--- config.mk ---
export PLATFORM = sky130hd
export DESIGN_NAME = xgmii_loopback_mux
export DESIGN_NICKNAME = d
export VERILOG_FILES = /design/src/rtl/xgmii_pkg.sv /design/src/rtl/xgmii_delay_line.sv /design/src/rtl/xgmii_loopback_mux.sv
export SDC_FILE = /design/constraint.sdc
export NUM_CORES = 1
export LEC_CHECK = 0
export BUFFER_PORTS_ARGS = -buffer_cell sky130_fd_sc_hd__buf_4
export CAP_MARGIN = 5
export CORE_MARGIN = 5
export CORE_UTILIZATION = 40
export DETAILED_ROUTE_END_ITERATION = 7
export PLACE_DENSITY_LB_ADDON = 0.15
export SYNTH_ARGS = -nofsm -noshare
export SYNTH_HDL_FRONTEND = slang
export SYNTH_SLANG_ARGS = --single-unit
--- constraint.sdc ---
create_clock -name clk_156m25 -period 2.1 [get_ports clk_156m25]
set_input_delay 0.315 -clock clk_156m25 [delete_from_list [all_inputs] [get_ports clk_156m25]]
set_output_delay 0.315 -clock clk_156m25 [all_outputs]
set_load 0.02 [all_outputs]
--- src/rtl/xgmii_pkg.sv ---
// Shared XGMII character constants and enums for the loopback/steering block.
package xgmii_pkg;

   localparam logic [7:0] XGMII_IDLE  = 8'h07;
   localparam logic [7:0] XGMII_START = 8'hFB;
   localparam logic [7:0] XGMII_TERM  = 8'hFD;
   localparam logic [7:0] XGMII_ERR   = 8'hFE;

   typedef enum logic [1:0] {
      LB_PASS = 2'd0,
      LB_LOOP = 2'd1,
      LB_IDLE = 2'd2
   } lb_mode_e;

   typedef enum logic {
      GAP   = 1'b0,
      FRAME = 1'b1
   } frame_state_e;

endpackage

--- src/rtl/xgmii_delay_line.sv ---
// Shift register of XGMII {data, ctrl} words, reset to idle; DEPTH = 0 is a plain wire.
module xgmii_delay_line
   import xgmii_pkg::*;
#(
   parameter int LANES = 8,
   parameter int DEPTH = 2
)(
   input  logic               i_clk,
   input  logic               i_rst_n,
   input  logic [8*LANES-1:0] i_d,
   input  logic [LANES-1:0]   i_c,
   output logic [8*LANES-1:0] o_d,
   output logic [LANES-1:0]   o_c
);

   generate
      if (DEPTH == 0) begin : g_wire
         logic w_unused_clk;
         assign w_unused_clk = i_clk ^ i_rst_n;
         assign o_d = i_d;
         assign o_c = i_c;
      end else begin : g_pipe
         logic [8*LANES-1:0] r_d [DEPTH];
         logic [LANES-1:0]   r_c [DEPTH];

         always_ff @(posedge i_clk or negedge i_rst_n) begin
            if (!i_rst_n) begin
               for (int i = 0; i < DEPTH; i++) begin
                  r_d[i] <= {LANES{XGMII_IDLE}};
                  r_c[i] <= '1;
               end
            end else begin
               r_d[0] <= i_d;
               r_c[0] <= i_c;
               for (int i = 1; i < DEPTH; i++) begin
                  r_d[i] <= r_d[i-1];
                  r_c[i] <= r_c[i-1];
               end
            end
         end

         assign o_d = r_d[DEPTH-1];
         assign o_c = r_c[DEPTH-1];
      end
   endgenerate

endmodule

--- src/rtl/xgmii_loopback_mux.sv ---
// XGMII pass-through / loopback / idle steering with frame-boundary mode switching.
// Optional lane-1 error injection on looped frames: define XGE_LB_ERR_INJECT_EN.
module xgmii_loopback_mux
   import xgmii_pkg::*;
#(
   parameter int LANES    = 8,
   parameter int LB_DELAY = 2,
   parameter int CNT_W    = 16
)(
   input  logic               clk_156m25,
   input  logic               reset_156m25_n,
   input  logic [1:0]         mode_i,
   input  logic               err_inj_i,
   input  logic [8*LANES-1:0] mac_txd,
   input  logic [LANES-1:0]   mac_txc,
   input  logic [8*LANES-1:0] phy_rxd,
   input  logic [LANES-1:0]   phy_rxc,
   output logic [8*LANES-1:0] phy_txd,
   output logic [LANES-1:0]   phy_txc,
   output logic [8*LANES-1:0] mac_rxd,
   output logic [LANES-1:0]   mac_rxc,
   output logic [1:0]         mode_active_o,
   output logic [CNT_W-1:0]   lb_frame_cnt_o
);

   localparam int DW = 8*LANES;
   localparam logic [DW-1:0] IDLE_D = {LANES{XGMII_IDLE}};

   logic [DW-1:0]    r_phy_txd, r_mac_rxd, w_lb_d, w_src_d, w_out_d;
   logic [LANES-1:0] r_phy_txc, r_mac_rxc, w_lb_c, w_src_c, w_out_c;
   lb_mode_e         r_mode, w_req;
   frame_state_e     r_state, w_state_nxt;
   logic [CNT_W-1:0] r_cnt;
   logic             w_start, w_term, w_switch;

   xgmii_delay_line #(.LANES(LANES), .DEPTH(LB_DELAY)) u_delay (
      .i_clk   (clk_156m25),
      .i_rst_n (reset_156m25_n),
      .i_d     (mac_txd),
      .i_c     (mac_txc),
      .o_d     (w_lb_d),
      .o_c     (w_lb_c)
   );

   always_comb begin
      w_req = LB_IDLE;
      case (mode_i)
         2'd0:    w_req = LB_PASS;
         2'd1:    w_req = LB_LOOP;
         default: w_req = LB_IDLE;
      endcase
   end

   always_comb begin
      w_src_d = IDLE_D;
      w_src_c = '1;
      case (r_mode)
         LB_PASS: begin w_src_d = phy_rxd; w_src_c = phy_rxc; end
         LB_LOOP: begin w_src_d = w_lb_d;  w_src_c = w_lb_c;  end
         default: ;
      endcase
   end

   assign w_start = w_src_c[0] && (w_src_d[7:0] == XGMII_START);

   always_comb begin
      w_term = 1'b0;
      for (int i = 0; i < LANES; i++)
         if (w_src_c[i] && (w_src_d[8*i +: 8] == XGMII_TERM)) w_term = 1'b1;
   end

   // Switch only between frames, and never on a word that would open one.
   assign w_switch = (w_req != r_mode) && (r_state == GAP) && !w_start;

   always_comb begin
      w_state_nxt = r_state;
      case (r_state)
         GAP:     if (w_start && !w_term) w_state_nxt = FRAME;
         FRAME:   if (w_term) w_state_nxt = GAP;
         default: w_state_nxt = GAP;
      endcase
   end

   always_ff @(posedge clk_156m25 or negedge reset_156m25_n) begin
      if (!reset_156m25_n) r_state <= GAP;
      else                 r_state <= w_state_nxt;
   end

`ifdef XGE_LB_ERR_INJECT_EN
   logic r_armed, r_after_start, w_inject;

   assign w_inject = r_armed && r_after_start && (r_mode == LB_LOOP) && !w_switch;

   always_ff @(posedge clk_156m25 or negedge reset_156m25_n) begin
      if (!reset_156m25_n) begin
         r_armed       <= 1'b0;
         r_after_start <= 1'b0;
      end else begin
         r_after_start <= (r_mode == LB_LOOP) && !w_switch && w_start;
         if (w_inject)       r_armed <= 1'b0;
         else if (err_inj_i) r_armed <= 1'b1;
      end
   end
`else
   logic w_unused_err;
   assign w_unused_err = err_inj_i;
`endif

   always_comb begin
      w_out_d = w_src_d;
      w_out_c = w_src_c;
      if (w_switch) begin
         w_out_d = IDLE_D;
         w_out_c = '1;
      end
`ifdef XGE_LB_ERR_INJECT_EN
      else if (w_inject) begin
         w_out_d[15:8] = XGMII_ERR;
         w_out_c[1]    = 1'b1;
      end
`endif
   end

   always_ff @(posedge clk_156m25 or negedge reset_156m25_n) begin
      if (!reset_156m25_n) begin
         r_phy_txd <= IDLE_D;
         r_phy_txc <= '1;
         r_mac_rxd <= IDLE_D;
         r_mac_rxc <= '1;
         r_mode    <= LB_PASS;
         r_cnt     <= '0;
      end else begin
         r_phy_txd <= mac_txd;
         r_phy_txc <= mac_txc;
         r_mac_rxd <= w_out_d;
         r_mac_rxc <= w_out_c;
         if (w_switch) r_mode <= w_req;
         if (!w_switch && w_term && (r_mode == LB_LOOP)) r_cnt <= r_cnt + 1'b1;
      end
   end

   assign phy_txd        = r_phy_txd;
   assign phy_txc        = r_phy_txc;
   assign mac_rxd        = r_mac_rxd;
   assign mac_rxc        = r_mac_rxc;
   assign mode_active_o  = r_mode;
   assign lb_frame_cnt_o = r_cnt;

endmodule

==> out/metrics.yaml, run 1 <==
outcome:
  outcome: "finished, violations left"
  violations: "negative setup slack"
sta:
  finalCritPeriodShare: 1.06
  slew_violations: 0
  rsz0062_at_grt: "true"
  slew-limit-headroom: 0.692
  fmax_ghz: 0.448
  hold_ws_ps: 28.1
  finalCriticalPeriod_ps: 2230
  timing.final.ws_setup_ps: -131
  clock_skew_ps: 25.5
  fin_tns_setup_ps: -1510
  hold_viol_final: 0
  worst-slew-pin-transition_ps: 460
  setup_viol: 17
floorplanning:
  core-area_um2: 21100
  die_w_um: 157
  row_count: 53
  die_h_um: 157
  io_pins: 311
  start_util: 0.408
  die_area_um2: 24500
pwr:
  leakage_nw: 6.06
  seqPwrFrac: 0.454
  irDropWorstVdd_uv: 711
  p_per_area_nw_per_um2: 833
  p_sw_frac: 0.229
  p_comb_frac: 0.118
  p_sw_mw: 2.49
  clock_power_share: 0.428
  intPower_mw: 8.35
global_routing:
  overflow: 0
  grt_pass1_vias: 6597
  grt_pass1_wl_um: 35900
  grt_antenna_before_repair: 0
  grt_usage: 0.187
  grt_max_degree: 54
synthesis:
  yosys_warnings: 0
  synth_area_um2: 8600
  syn-num-nets: 770
  syn_inst: 620
  async_reset_ff_frac: 1.00
  synth_edf_count: 0
  synth_top_cells_by_area: "dfrtp_1 (40%), dfstp_2 (29%), mux2i_1 (7.4%)"
  yosysTopAreaCell: "dfrtp_1"
  synth_most_common_cell: "dfrtp_1"
  synth_flop_cell: "dfrtp_1"
  syn_area_per_cell_um2: 13.9
  synth_top_cell_area_share: 0.404
  yosysUniqueCellTypes: 40
  synth.yosys.seq_area_share: 0.698
  ys_seq_elements: 235
  synthTopCellsByCount: "dfrtp_1 (139), dfstp_2 (96), buf_4 (73)"
critical_path:
  cp.required_ps: 2520
  worstPathArrival_ps: 2650
  cp_cell_sequence: "buf_12 > nand3b_4 > a211oi_4 > o211ai_1 > nand3b_1 > nand2b_4 > buf_12 > nor4_4 > xor2_1"
  startpoint_type: "register"
  crit_top_cell: "buf_12"
  worstPathMaxFanout: 15
  max_stage_delay_ps: 520
  critPathSlowestCell: "dfrtp_4"
  reg2reg_slack_ps: -130
  endpoint_kind: "register"
  crit_type: "register to register"
route:
  drtAntennaViolNets: 0
  drtPass1Iterations: 4
  drt_iter0_drc: 196
  drc: 0
  wl_um: 23400
  num_vias: 5939
  vias_per_cell: 4.64
  wl_per_cell_um: 18.3
clock_tree:
  cts_tree: "yes"
  numCtsBuffers: 26
  worstSkewPairLatency_ps: 520
  htree_levels: 1
  cts_sinks: 235
  cts-root-buf: "clkbuf_16"
  clockBufferDepth: 3
  path_clk_slew_ps: 60
place:
  pre_cts_ws_ps: -362
  place_area_um2: 11000
  hpwlAfterDp_um: 17100
  dp.cells: 1144
  port_buffers: 309
  routabilityCongestion: 0.813
cells_and_area:
  fin_area_um2: 13000
  n_antenna_cell: 0
  synthToLayoutAreaGrowth_pct: 51.3
  instances_no_fill: 1280
  drive_gt1_frac: 0.536
  nets: 1135
min_path:
  hp-class: "input port to register"
run:
  maxCapViolCount: 0
## area by class of cell
type | instances | area (um2)
Sequential cell | 235 | 6000
Multi-Input combinational cell | 285 | 2140
Tap cell | 275 | 344
Timing Repair Buffer | 430 | 3590
Clock buffer | 38 | 766
Inverter | 7 | 26.3
Clock inverter | 10 | 143
Fill cell | 1609 | 8070
## registers in the layout, summed over array words and instances (netlist names)
signal              cells
u_delay.o_c             8
phy_txc                 8
lb_frame_cnt_o         16
mac_rxc                 8
u_delay.g_pipe.r_d     64
u_delay.o_d            64
mode_active_o           2
mac_rxd                64
r_state                 1
## per-layer routing
layer	GRT usage	wire length, um	up-vias
met5	0	0	-
met4	0.0508	600	0
met3	0.0584	1930	34
met2	0.332	12200	226
met1	0.220	8620	2920
li1	-	-	2759
## final timing paths
kind	startpoint	end	cells past startpoint
worst min register to register	u_delay.g_pipe.r_d[73]	u_delay.o_d[9]	0
min in group asynchronous	reset_156m25_n	lb_frame_cnt_o[10]	2
worst max register to register	mode_active_o[0]	lb_frame_cnt_o[11]	9
worst min-delay path	phy_rxc[2]	mac_rxc[2]	3
max in group asynchronous	reset_156m25_n	u_delay.o_c[7]	3
worst max-delay path	mode_active_o[0]	lb_frame_cnt_o[11]	9
## power by group through the flow
| stage | Combinational (mW) | Sequential, mW | Clock, mW |
|---|---|---|---|
| finish | 1.28 | 4.92 | 4.64 |
| detailed placement | 1.11 | 4.99 | 0 |
| global route | 1.38 | 4.95 | 4.98 |
| CTS | 1.25 | 4.92 | 4.76 |
| floorplan | 0.450 | 5.05 | 0 |
| global placement | 1.09 | 4.99 | 0 |
## kinds of logic after synthesis
family                   after synthesis  synth area share
buffers and inverters                100            0.0810
AO/OA/AOI/OAI                         27            0.0223
AND/OR/NAND/NOR                      175             0.104
XOR/XNOR                              15            0.0153
multiplexers                          67            0.0784
flip-flops                           235             0.698
adder cells (fa/ha/maj)                1           0.00145
## critical path: cells and delay by family, from the launching register on
family          cells  cell delay (ps)
compound gates      2              370
flops               1              520
xor+xnor            1              180
buf+inv             2              330
simple gates        4              730
## per-stage QoR
step | power, mW | utilization
floorplan | 5.50 | -
global placement | 6.08 | 0.521
detailed placement | 6.10 | 0.521
CTS | 10.9 | 0.609
global route | 11.3 | 0.617
finish | 10.8 | 0.617
## timing repair
action / CTS / global route
resized for setup: 20 / 31
setup endpoints to repair: 71 / 74
pin swaps: 6 / 14
cloned: 0 / 1
endpoints found under the hold margin: 120 / 0
buffers inserted: 3 / 3
hold buffers: 81 / 0
## cell usage in the layout (no fill, tap or decap), drive strengths merged, types with 2 or more instances in the layout
cell type,Yosys,layout
nand2,53,53
nand3b,2,2
dfrtp,139,139
dlygate4sd3,0,81
mux2,3,3
nor3,19,19
nand3,10,10
xnor2,3,3
nand2b,10,10
bufinv,0,3
buf,81,348
nor3b,2,2
inv,7,7
o211ai,5,5
xor2,12,12
a21oi,10,10
o22ai,5,5
nor4,10,10
nand4b,6,6
o21ai,2,2
dfstp,96,96
mux2i,64,64
nor2,43,43
nand4,15,15
clkinv,0,6
clkbuf,12,39
Note: power is estimated with default switching activity, not from simulation.
==> run 2: changes to the inputs <==
Settings changed: CAP_MARGIN 5 to unset.
Clock period 2.1 ns to 1.92 ns, I/O delays scaled along.
==> run 2 against run 1 <==
Effect of this change:
- the flow still finishes with violations (negative setup slack)
- first-iteration DRC count down 9.7%
- combinational power increased by 30%
- die area stayed put
- hold slack worse by 9.4 ps
- global-route usage rose by 1.1 points
- clock skew is 6.8 ps lower
- non-clock buffer count grew 46
- worst setup slack lost 290 ps
- routed wire length up 13%
- flip-flop and latch count is the same
- critical endpoint is now lb_frame_cnt_o[8]
- largest power group unchanged
==> out/metrics.yaml, run 2 (synthesis results as in run 1) <==
clock_tree:
  cts_sinks: 235  # unchanged
  cts-root-buf: "clkbuf_16"
  clockBufferDepth: 3  # unchanged
  worstSkewPairLatency_ps: 520  # about the same
  path_clk_slew_ps: 60  # about the same
  htree_levels: 1  # unchanged
  cts_tree: "yes"
  numCtsBuffers: 25  # -3.8%
route:
  num_vias: 6204  # +4.5%
  vias_per_cell: 4.68  # +0.91%
  drt_iter0_drc: 177  # -9.7%
  drc: 0  # unchanged
  dr_wl_met3_um: 1950  # +0.73%
  wl_per_cell_um: 19.8  # +8.7%
  highest_layer: "met4"
  drtPass1Iterations: 4  # unchanged
  wl_met2_um: 13800  # +13%
  drtAntennaViolNets: 0  # unchanged
  met1Wirelength_um: 9750  # +13%
  wl_um: 26300  # +13%
sta:
  clock_skew_ps: 18.7  # -6.77 ps
  finalCritPeriodShare: 1.22  # +0.157
  setup_viol: 90  # +73
  slew_violations: 0  # unchanged
  timing.final.ws_setup_ps: -420  # -290 ps
  slew-limit-headroom: 0.696  # +0.00384
  finalCriticalPeriod_ps: 2340  # +110 ps
  rsz0062_at_grt: "true"
  hold_viol_final: 0  # unchanged
  worst-slew-pin-transition_ps: 456  # -4.47 ps
  fmax_ghz: 0.427  # -4.7%
  hold_ws_ps: 18.7  # -9.43 ps
pwr:
  power_mw: 11.6  # +7.0%
  p_per_area_nw_per_um2: 840  # +0.80%
  leakage_nw: 6.37  # +5.1%
  irDropWorstVdd_uv: 781  # +9.8%
cells_and_area:
  fin_area_um2: 13800  # +6.2%
  final_cell_mix: "buf_4 (345), dfrtp_1 (138), dfstp_2 (96)"
  nets: 1181  # +4.1%
  drive_gt1_frac: 0.590  # +0.0542
  utilization: 0.655  # +0.0380
  mostFrequentLayoutCell: "buf_4"
  fill_cells: 1629  # +1.2%
  synthToLayoutAreaGrowth_pct: 60.6
  n_antenna_cell: 0  # unchanged
outcome:
  violations: "negative setup slack"
  outcome: "finished, violations left"
floorplanning:
  die_area_um2: 24500  # unchanged
  start_util: 0.408  # unchanged
  core-area_um2: 21100  # unchanged
  die_w_um: 157  # unchanged
  io_pins: 311  # unchanged
  row_count: 53  # unchanged
  die_h_um: 157  # unchanged
place:
  routabilityCongestion: 0.831  # +2.2%
  place_area_um2: 11100  # +1.0%
  port_buffers: 309  # unchanged
  hpwlAfterDp_um: 17600  # +3.4%
critical_path:
  rr_startpoint: "mode_active_o[0]"
  endpoint_kind: "register"
  cp.required_ps: 2350  # -170 ps
  worstPathArrival_ps: 2770  # +120 ps
  crit_type: "register to register"
  critPathLaunch: "mode_active_o[0]"
  worstPathMaxFanout: 7  # -8
  startpoint_type: "register"
min_path:
  hp-class: "input port to register"
  hp-start: "phy_rxc[5]"
global_routing:
  grt_pass1_vias: 6916  # +4.8%
  overflow: 0  # unchanged
  grt_usage: 0.198  # +0.0112
  grt_max_degree: 64  # +19%
  grt_pass1_wl_um: 37700  # +4.9%
  grt_antenna_before_repair: 0  # unchanged
run:
  maxCapViolCount: 0  # unchanged
-- run 2: report_power, final --
part           switching (mW)  leakage (nW)  internal, mW
logic                   0.814          3.25         0.854
registers               0.126          2.73          5.26
clock network            1.88         0.387          2.66
-- run 2: per-layer routing --
metal  up-vias  global-route usage
met5         -                   0
met4         0              0.0640
met3        55              0.0572
met2       226               0.352
met1      3079               0.232
li1       2844                   -
-- run 2: path summary, 6_finish.rpt --
path	slack (ps)	cells past startpoint	endpoint
worst min register to register	360	0	u_delay.o_d[40]
worst max-delay path	-420	10	lb_frame_cnt_o[8]
max in group asynchronous	910	3	mac_rxc[4]
worst min-delay path	20	3	mac_rxc[5]
min in group asynchronous	280	2	mac_rxd[4]
worst max register to register	-420	10	lb_frame_cnt_o[8]
-- run 2: area by class of cell --
cell class              count  area [um2]  area share
repair buffers            476        4200       0.304
well taps                 275         344      0.0249
multi-input cells         286        2470       0.179
clock inverters             9        77.6     0.00561
inverters                   7        26.3     0.00190
clock buffers              37         701      0.0507
flip-flops and latches    235        6000       0.435
-- run 2: repair_timing --
action,4_1_cts,5_1_grt
hold endpoints to repair,119,0
cloned,3,7
buffers inserted,4,20
resized for setup,27,131
pin swaps,3,10
hold buffers,91,0
endpoints found under the setup margin,89,90
-- run 2: through the flow --
step           cells  setup slack, ps  TNS (ps)
2_1_floorplan    620             -195     -3050
3_3_place_gp    1157             -407    -18300
3_5_place_dp    1157             -474    -24560
4_1_cts         1301             -389    -22220
5_1_grt         1325             -512    -32720
6_report        1325             -420    -26180
-- run 2: critical path, stage by stage (launching register included) --
cell and delay [ps]:
dfrtp_4 570, buf_12 170, nand3b_4 150, a211oi_4 220
o211ai_1 160, nand3b_1 130, buf_6 130, nand2b_4 100
buf_4 180, nor4_4 260, xor2_1 170
==> run 3: changes to the inputs <==
Settings changed: CORE_ASPECT_RATIO set to 1.2, CTS_BUF_LIST set to sky130_fd_sc_hd__clkbuf_8.
==> run 3 against run 2 <==
Effect of this change:
- the run still ends with negative setup slack left
- clock-buffer cell count grew 11
- via count up 1.2%
- critical path depth did not move
- hold slack improved by 35 ps
- combinational power fell by 4%
- fmax up 3.5%
- die area hardly changed
- worst setup slack improved by 80 ps
- non-clock buffer count did not move
- global-route usage increased by 1.2 points
- first-iteration DRC count is 6.8% higher
- critical endpoint is now lb_frame_cnt_o[0]
- largest power group unchanged
==> out/metrics.yaml, run 3 (synthesis results as in run 1) <==
place:
  pre_cts_ws_ps: -456  # +17.6 ps
  hpwlAfterDp_um: 17800  # +0.67%
  port_buffers: 309  # unchanged
  dp.cells: 1158  # +0.086%
  routabilityCongestion: 0.830  # -0.12%
floorplanning:
  die_area_um2: 24600  # about the same
  start_util: 0.409  # +0.000825
  die_w_um: 144  # -8.2%
  row_count: 58  # +9.4%
  core-area_um2: 21000  # -0.20%
  die_h_um: 171  # +8.9%
  io_pins: 311  # unchanged
pwr:
  leakage_nw: 6.53  # +2.5%
  p_per_area_nw_per_um2: 833  # -0.84%
  irDropWorstVdd_uv: 625  # -20%
min_path:
  hp-class: "input port to register"
  hp-start: "phy_rxd[53]"
clock_tree:
  cts_sinks: 235  # unchanged
  cts_tree: "yes"
  htree_levels: 2  # +1
  numCtsBuffers: 39  # +56%
  clockBufferDepth: 3  # unchanged
  cts-root-buf: "clkbuf_8"
  worstSkewPairLatency_ps: 510  # about the same
  path_clk_slew_ps: 60  # about the same
sta:
  setup_viol: 89  # -1.1%
  finalCriticalPeriod_ps: 2260  # -79.7 ps
  slew-limit-headroom: 0.748  # +0.0517
  hold_viol_final: 0  # unchanged
  timing.final.ws_setup_ps: -341  # +79.7 ps
  worst-slew-pin-transition_ps: 368  # -88.1 ps
  hold_ws_ps: 53.9  # +35.2 ps
  fmax_ghz: 0.442  # +3.5%
  clock_skew_ps: 15.6  # -3.15 ps
  rsz0062_at_grt: "true"
  finalCritPeriodShare: 1.18  # -0.0415
  slew_violations: 0  # unchanged
critical_path:
  path_delay_family: "flip-flops"
  crit_top_cell: "buf_4"
  worstPathMaxFanout: 15  # +8
  cp_cell_sequence: "nand2b_1 > buf_4 > o22ai_1 > o211ai_1 > nand4_1 > o31ai_4 > buf_12 > nor2_4 > buf_4 > xor2_1"
  startpoint_type: "register"
  crit_buf_inv: 3  # unchanged
  rr_startpoint: "mode_active_o[0]"
  reg2reg_slack_ps: -340  # +80 ps
  crit_type: "register to register"
  worstPathArrival_ps: 2650  # -120 ps
  cp.required_ps: 2300  # -50 ps
  critPathLaunch: "mode_active_o[0]"
  endpoint_kind: "register"
  critPathSlowestCell: "dfrtp_4"
  max_stage_delay_ps: 530  # -40 ps
cells_and_area:
  mostFrequentLayoutCell: "buf_4"
  nets: 1195  # +1.2%
  fill_cells: 1600  # -1.8%
  instances_no_fill: 1343  # +1.4%
  final_cell_mix: "buf_4 (358), dfrtp_1 (138), dfstp_2 (96)"
  synthToLayoutAreaGrowth_pct: 57.7
  n_antenna_cell: 0  # unchanged
  drive_gt1_frac: 0.567  # -0.0238
route:
  drt_iter0_drc: 189  # +6.8%
  wl_per_cell_um: 19.6  # -1.5%
  num_vias: 6278  # +1.2%
  drc: 0  # unchanged
  drtPass1Iterations: 4  # unchanged
  wl_um: 26300  # -0.14%
  drtAntennaViolNets: 0  # unchanged
  vias_per_cell: 4.67  # -0.16%
global_routing:
  grt_pass1_wl_um: 39500  # +4.7%
  grt_max_degree: 47  # -27%
  grt_pass1_vias: 6969  # +0.77%
  grt_usage: 0.211  # +0.0123
  overflow: 0  # unchanged
  grt_antenna_before_repair: 0  # unchanged
outcome:
  violations: "negative setup slack"
  outcome: "finished, violations left"
run:
  maxCapViolCount: 0  # unchanged
run 3: layout make-up:
type | instances | area [um2] | area share
flip-flops and latches | 235 | 6000 | 0.443
inverters | 7 | 26.3 | 0.00194
multi-input cells | 286 | 2290 | 0.169
repair buffers | 476 | 4130 | 0.304
clock buffers | 48 | 661 | 0.0487
well taps | 270 | 338 | 0.0249
clock inverters | 21 | 118 | 0.00867
run 3: metrics by stage:
stage / area [um2] / total power, mW / util / setup TNS [ps]
after floorplan: 8690 / 6.02 / - / -3050
after global placement: 11100 / 6.70 / 0.530 / -16500
after detailed placement: 11100 / 6.72 / 0.530 / -19890
after CTS: 13300 / 11.4 / 0.631 / -10670
after global routing: 13600 / 11.8 / 0.644 / -27920
final: 13600 / 11.3 / 0.644 / -17520
run 3: final timing paths:
kind / end / cells past startpoint
max: lb_frame_cnt_o[0] / 10
min: mac_rxd[53] / 3
max reg2reg: lb_frame_cnt_o[0] / 10
min reg2reg: u_delay.o_d[41] / 0
max in group asynchronous: u_delay.o_c[3] / 3
min in group asynchronous: lb_frame_cnt_o[13] / 2
run 3: power breakdown:
part	switching, mW	internal (mW)	total, mW	leakage [nW]
combinational	0.785	0.820	1.60	3.35
clock	1.91	2.39	4.30	0.451
sequential	0.125	5.26	5.39	2.73
run 3: repair_timing:
item / CTS / global route
gates cloned: 8 / 1
pin swaps: 11 / 7
gates resized for setup: 54 / 53
hold buffers: 90 / 1
endpoints found under the setup margin: 88 / 91
endpoints found under the hold margin: 128 / 1
buffers inserted: 9 / 9
run 3: worst register-to-register path: stages, from the launching register on:
cell	delay, ps
dfrtp_4	530
nand2b_1	170
buf_4	150
o22ai_1	110
o211ai_1	160
nand4_1	240
o31ai_4	260
buf_12	210
nor2_4	50
buf_4	130
xor2_1	130
run 3: per-layer routing:
layer | vias up | wire (um) | global-route usage
met5 | - | 0 | 0
met4 | 0 | 549 | 0.0606
met3 | 42 | 2050 | 0.0595
met2 | 247 | 13900 | 0.376
met1 | 3107 | 9760 | 0.246
li1 | 2882 | - | -
